===== config.mk =====
export PLATFORM = sky130hd
export DESIGN_NAME = code_decoder_stage
export DESIGN_NICKNAME = d
export VERILOG_FILES = /design/src/rtl/enc_pkg.sv /design/src/rtl/code_decoder_stage_fifo.sv /design/src/rtl/code_decoder_stage.sv
export SDC_FILE = /design/constraint.sdc
export NUM_CORES = 1
export LEC_CHECK = 0
export BUFFER_PORTS_ARGS = -buffer_cell sky130_fd_sc_hd__buf_4
export CAP_MARGIN = 40
export CORE_MARGIN = 3
export CORE_UTILIZATION = 40
export DETAILED_ROUTE_END_ITERATION = 10
export GPL_ROUTABILITY_DRIVEN = 0
export GPL_TIMING_DRIVEN = 0
export PLACE_DENSITY = 0.67
export SYNTH_ARGS = -nofsm -noshare
export SYNTH_HDL_FRONTEND = slang
export SYNTH_SLANG_ARGS = --single-unit

===== constraint.sdc =====
create_clock -name clk -period 4.3 [get_ports clk]
set_input_delay 0.43 -clock clk [delete_from_list [all_inputs] [get_ports clk]]
set_output_delay 0.43 -clock clk [all_outputs]
set_load 0.03 [all_outputs]

===== src/rtl/enc_pkg.sv =====
// Shared definitions for the 4-to-2 encoder and its downstream decoder stage.
// The code/one-hot types and the decode helper are reused by the encoder bench.
package enc_pkg;

  localparam int CODE_W    = 2;
  localparam int ONEHOT_W  = 4;
  localparam int NUM_CODES = 4;

  typedef logic [CODE_W-1:0]   code_t;
  typedef logic [ONEHOT_W-1:0] onehot_t;

  // Expand a 2-bit code into its one-hot word (1 << code).
  function automatic onehot_t code_to_onehot(input code_t code);
    onehot_t w_word;
    w_word = ONEHOT_W'(1) << code;
    return w_word;
  endfunction

endpackage


===== src/rtl/code_decoder_stage_fifo.sv =====
// Small circular buffer holding encoder codes between the upstream handshake
// and the decode stage. Pointers wrap modulo DEPTH; occupancy is registered.
module code_fifo
  import enc_pkg::*;
#(
  parameter int  DEPTH = 4,
  parameter type T     = code_t
) (
  input  logic                       clk,
  input  logic                       rst_n,
  input  logic                       i_push,
  input  T                           i_wr_data,
  input  logic                       i_pop,
  output T                           o_rd_data,
  output logic                       o_full,
  output logic                       o_empty,
  output logic [$clog2(DEPTH+1)-1:0] o_fill
);

  localparam int PTR_W  = (DEPTH > 1) ? $clog2(DEPTH) : 1;
  localparam int FILL_W = $clog2(DEPTH + 1);

  T                  r_mem [DEPTH];
  logic [PTR_W-1:0]  r_wr_ptr;
  logic [PTR_W-1:0]  r_rd_ptr;
  logic [FILL_W-1:0] r_fill;

  logic              w_full;
  logic              w_empty;
  logic              w_push_ok;
  logic              w_pop_ok;
  logic [PTR_W-1:0]  w_wr_ptr_nxt;
  logic [PTR_W-1:0]  w_rd_ptr_nxt;

  assign w_full    = (r_fill == FILL_W'(DEPTH));
  assign w_empty   = (r_fill == FILL_W'(0));
  // Requests are qualified here too so a careless caller cannot corrupt the pointers.
  assign w_push_ok = i_push && !w_full;
  assign w_pop_ok  = i_pop  && !w_empty;

  // Next-pointer computation with explicit wrap at the last entry.
  always_comb begin
    w_wr_ptr_nxt = r_wr_ptr;
    w_rd_ptr_nxt = r_rd_ptr;
    if (r_wr_ptr == PTR_W'(DEPTH - 1)) begin
      w_wr_ptr_nxt = PTR_W'(0);
    end else begin
      w_wr_ptr_nxt = r_wr_ptr + PTR_W'(1);
    end
    if (r_rd_ptr == PTR_W'(DEPTH - 1)) begin
      w_rd_ptr_nxt = PTR_W'(0);
    end else begin
      w_rd_ptr_nxt = r_rd_ptr + PTR_W'(1);
    end
  end

  // Storage write; reset wipes every entry so nothing stale survives.
  always_ff @(posedge clk or negedge rst_n) begin
    if (!rst_n) begin
      for (int i = 0; i < DEPTH; i++) begin
        r_mem[i] <= T'(0);
      end
    end else if (w_push_ok) begin
      r_mem[r_wr_ptr] <= i_wr_data;
    end else begin
      r_mem[r_wr_ptr] <= r_mem[r_wr_ptr];
    end
  end

  // Pointer and occupancy bookkeeping; push+pop together leaves fill unchanged.
  always_ff @(posedge clk or negedge rst_n) begin
    if (!rst_n) begin
      r_wr_ptr <= PTR_W'(0);
      r_rd_ptr <= PTR_W'(0);
      r_fill   <= FILL_W'(0);
    end else begin
      if (w_push_ok) begin
        r_wr_ptr <= w_wr_ptr_nxt;
      end else begin
        r_wr_ptr <= r_wr_ptr;
      end
      if (w_pop_ok) begin
        r_rd_ptr <= w_rd_ptr_nxt;
      end else begin
        r_rd_ptr <= r_rd_ptr;
      end
      case ({w_push_ok, w_pop_ok})
        2'b10:   r_fill <= r_fill + FILL_W'(1);
        2'b01:   r_fill <= r_fill - FILL_W'(1);
        default: r_fill <= r_fill;
      endcase
    end
  end

  assign o_rd_data = r_mem[r_rd_ptr];
  assign o_full    = w_full;
  assign o_empty   = w_empty;
  assign o_fill    = r_fill;

endmodule


===== src/rtl/code_decoder_stage.sv =====
// Decoder stage behind the 4-to-2 encoder: buffers incoming codes, presents
// them downstream as one-hot words and keeps saturating per-code pop counters.
module code_decoder_stage
  import enc_pkg::*;
#(
  parameter int DEPTH = 4,
  parameter int CNT_W = 8
) (
  input  logic                       clk,
  input  logic                       reset,
  input  logic                       in_valid,
  input  logic [CODE_W-1:0]          in_code,
  output logic                       in_ready,
  output logic                       out_valid,
  output logic [ONEHOT_W-1:0]        out_onehot,
  input  logic                       out_ready,
  input  logic                       clear_stats,
  input  logic [CODE_W-1:0]          stat_sel,
  output logic [CNT_W-1:0]           stat_count,
  output logic [$clog2(DEPTH+1)-1:0] fill
);

  localparam int FILL_W = $clog2(DEPTH + 1);

  logic              w_full;
  logic              w_empty;
  logic              w_push;
  logic              w_pop;
  logic              w_in_ready;
  logic              w_out_valid;
  code_t             w_rd_code;
  onehot_t           w_onehot;
  logic [FILL_W-1:0] w_fill;

  logic [CNT_W-1:0]  r_cnt [NUM_CODES];

  // in_ready is held low for as long as reset is asserted, even though the
  // FIFO itself already reads empty during reset.
  assign w_in_ready  = !w_full && reset;
  assign w_out_valid = !w_empty;
  assign w_push      = in_valid && w_in_ready;
  assign w_pop       = w_out_valid && out_ready;

  code_fifo #(
    .DEPTH (DEPTH),
    .T     (code_t)
  ) u_fifo (
    .clk       (clk),
    .rst_n     (reset),
    .i_push    (w_push),
    .i_wr_data (in_code),
    .i_pop     (w_pop),
    .o_rd_data (w_rd_code),
    .o_full    (w_full),
    .o_empty   (w_empty),
    .o_fill    (w_fill)
  );

  // Decode the head entry; the word reads zero whenever nothing is buffered.
  always_comb begin
    w_onehot = ONEHOT_W'(0);
    if (w_out_valid) begin
      w_onehot = code_to_onehot(w_rd_code);
    end else begin
      w_onehot = ONEHOT_W'(0);
    end
  end

  // Per-code consumption counters: clear beats a same-cycle pop, counts saturate.
  always_ff @(posedge clk or negedge reset) begin
    if (!reset) begin
      for (int i = 0; i < NUM_CODES; i++) begin
        r_cnt[i] <= CNT_W'(0);
      end
    end else if (clear_stats) begin
      for (int i = 0; i < NUM_CODES; i++) begin
        r_cnt[i] <= CNT_W'(0);
      end
    end else if (w_pop && (r_cnt[w_rd_code] != {CNT_W{1'b1}})) begin
      r_cnt[w_rd_code] <= r_cnt[w_rd_code] + CNT_W'(1);
    end else begin
      r_cnt[w_rd_code] <= r_cnt[w_rd_code];
    end
  end

  assign in_ready   = w_in_ready;
  assign out_valid  = w_out_valid;
  assign out_onehot = w_onehot;
  assign stat_count = r_cnt[stat_sel];
  assign fill       = w_fill;

endmodule


==> impl_metrics.ini <==
[logic_synthesis]
ys_ff_latch = 47
synth_mux_area_frac = 0.213
synth_area_um2 = 2830
ys_types = 47
synthXorXnorAreaFrac = 0.0155
synthSimpleGateAreaFrac = 0.147
synth_top_family_by_area = multiplexers
synth_fa_ha_area_frac = 0.0380
syn_inst = 259
seq_area_frac_synth = 0.415
syn_area_per_cell_um2 = 10.9
yosysWarningCount = 0
syn_nets = 276
synth_compound_area_frac = 0.134

[worst_hold_path]
min-delay-path-class = in2async

[clocking]
clk_latency_ps = 300
ctsHtreeMaxLevel = 2
clockBufferDepth = 2
post_cts_buffers = 0
numCtsBuffers = 5
path_clk_slew_ps = 90
cts_tree = yes
clock-sinks = 47
cts_resized = 0
postCtsHoldBufs = 0
root_buffer = clkbuf_8

[grt]
grt_pass1_vias = 2121
grt_max_degree = 49
track_usage = 0.152
grt-ovfl-total = 0
grt_pass1_wl_mm = 10.1
antenna_found_initial = 0

[timing]
skew_ps = 11.0
final-setup-viol-count = 0
rsz0062_at_grt = no
drv_slew = 0
fmax_mhz = 316
tns_ps = 0
fin_crit_sh = 0.736
fin_crit_ps = 3170
tightest_slew_ps = 731
hold_viol_final = 0
slew_headroom = 0.511

[setup_path]
cp_data_arrival_time_ps = 3320
cp-end-kind = flip-flop
crit_required_ps = 4460
critical-path-slowest-cell = mux4_2
r2r-end = r_cnt[9]
rrSetupSlack_ps = 1130
critPathLaunchType = flip-flop
critical_path_class = reg2reg
critPathMaxStageDelay_ps = 540
path_max_fanout = 10
critical-path-top-delay-family = multiplexers
crit_chain = mux4_2 > buf_6 > buf_2 > mux2i_1 > mux2i_1 > ha_1 > nand2_2 > o31ai_4 > mux2i_1 > a211oi_1
r2r_start = u_fifo.r_rd_ptr[0]
reg2reg_depth = 10
cp.buffers_inverters = 2
cp_common_cell = mux2i_1

[route]
drt-initial-drc-count = 92
routed_wl_mm = 5.89
drc = 0
vias_per_cell = 5.41
vias = 2087
dr.pass1.iters = 4
postRouteAntennaNets = 0
wire_per_inst_um = 15.3

[power]
ir_drop_mv = 0.273
p_leak_nw = 1.40
powerDensity_nw_per_um2 = 665

[finish]
final_cells = 386
utilization = 0.469
n_antenna_cell = 0
layout-drive-gt1-share = 0.231
layout-area-overhead-vs-synth_pct = 13.2
nets = 306

[placed_design]
dp_cells = 378
hpwl_mm = 4.30
portBuffers = 23

[floorplanning]
ioPinCount = 26
fp.dieW_um = 90.2
row_count = 30
initial_core_util = 0.415
coreArea_um2 = 6830
die-area_um2 = 8130
chipHeight_um = 90.2

[outcome]
status = finished clean

[flow_run]
max_cap_viol_count = 0
-- how the worst max path moves through the flow --
stage	start	end	slack, ps	cells after the start
floorplan	u_fifo.r_rd_ptr[0]	r_cnt[25]	1510	10
global placement	u_fifo.r_rd_ptr[0]	r_cnt[25]	1140	10
detailed placement	u_fifo.r_rd_ptr[0]	r_cnt[25]	1130	10
CTS	u_fifo.r_rd_ptr[0]	r_cnt[25]	1120	10
global route	u_fifo.r_rd_ptr[0]	r_cnt[9]	910	10
finish	u_fifo.r_rd_ptr[0]	r_cnt[9]	1130	10
-- flip-flops by register name, indices dropped and copies added, names as in the netlist --
name,cells
u_fifo.o_fill,3
u_fifo.r_wr_ptr,2
r_cnt,32
u_fifo.r_mem,8
u_fifo.r_rd_ptr,2
-- report_power, final --
group,switching (W),internal [W]
clock network,0.000143,0.000114
registers,0.000109,0.000557
logic,0.000711,0.000499
total,0.000963,0.00117
-- synthesized netlist by cell type (all sizes together) --
cell    number  area, µm²
dfrtp       47       1180
and3         2       12.5
mux2         3       33.8
nand3        2       15.0
a22oi        4       30.0
ha           7       87.6
a31oi        2       12.5
mux2i       24        277
nor2        44        165
and4         2       20.0
xor2         4       35.0
nor4         1       6.26
o211ai       1       7.51
inv          7       26.3
nand2b       3       18.8
nand4        1       6.26
a311oi       4       35.0
a41o         4       40.0
a21o         1       7.51
and2         2       12.5
or3          5       36.3
a211oi      12       90.1
xnor2        1       8.76
or2          1       6.26
buf          6       47.5
nand2       10       42.5
mux4        13        293
nor3         4       25.0
o31ai        1       21.3
clkbuf       9       33.8
nor2b        3       18.8
nand3b       4       30.0
fa           1       20.0
o21ai        7       50.0
a21oi       17       85.1
-- per-layer routing --
metal,routed length [µm],track usage
met1,2750,0.194
met2,2950,0.263
met3,139,0.0259
met4,55,0.0510
met5,0,0
-- cell type report --
class	instances	area (µm²)
buffer	15	81.3
clock buffer	7	76.3
clock inverter	1	5.00
fill	644	3620
inverter	7	26.3
multi-input combinational	190	1550
sequential	47	1180
tap	96	120
timing repair buffer	23	173
-- stage by stage --
stage | power, W | setup slack, ps | cell area, µm² | hold slack (ps)
after floorplan | 0.00159 | 1510 | 2830 | 134
after global placement | 0.00187 | 1140 | 3130 | 482
after detailed placement | 0.00189 | 1130 | 3130 | 482
after CTS | 0.00216 | 1120 | 3210 | 151
after global routing | 0.00231 | 909 | 3210 | 171
final | 0.00213 | 1130 | 3210 | 125
-- cell usage in the layout, fill, tap and decap left out, drive strengths merged, types with 10 or more instances in the layout --
cell type / netlist / final
a21oi: 17 / 17
mux2i: 24 / 24
dfrtp: 47 / 47
nor2: 44 / 44
nand2: 10 / 10
buf: 6 / 29
a211oi: 12 / 12
mux4: 13 / 13
clkbuf: 9 / 16
-- logic make-up after synthesis --
| logic type | Yosys count |
|---|---|
| fa+ha+maj | 8 |
| compound gates | 53 |
| mux | 40 |
| flops | 47 |
| buf+inv | 22 |
| xor+xnor | 5 |
| simple gates | 84 |
-- worst register-to-register path, delay by kind of cell (launching register included) --
kind                       cells  cell delay (ps)
AOI/OAI and AO/OA              2              410
adders and majority gates      1              320
buffers and inverters          2              330
muxes                          4             1370
DFF                            1              460
and+or+nand+nor                1              160
(Power assumes the default switching activity.)
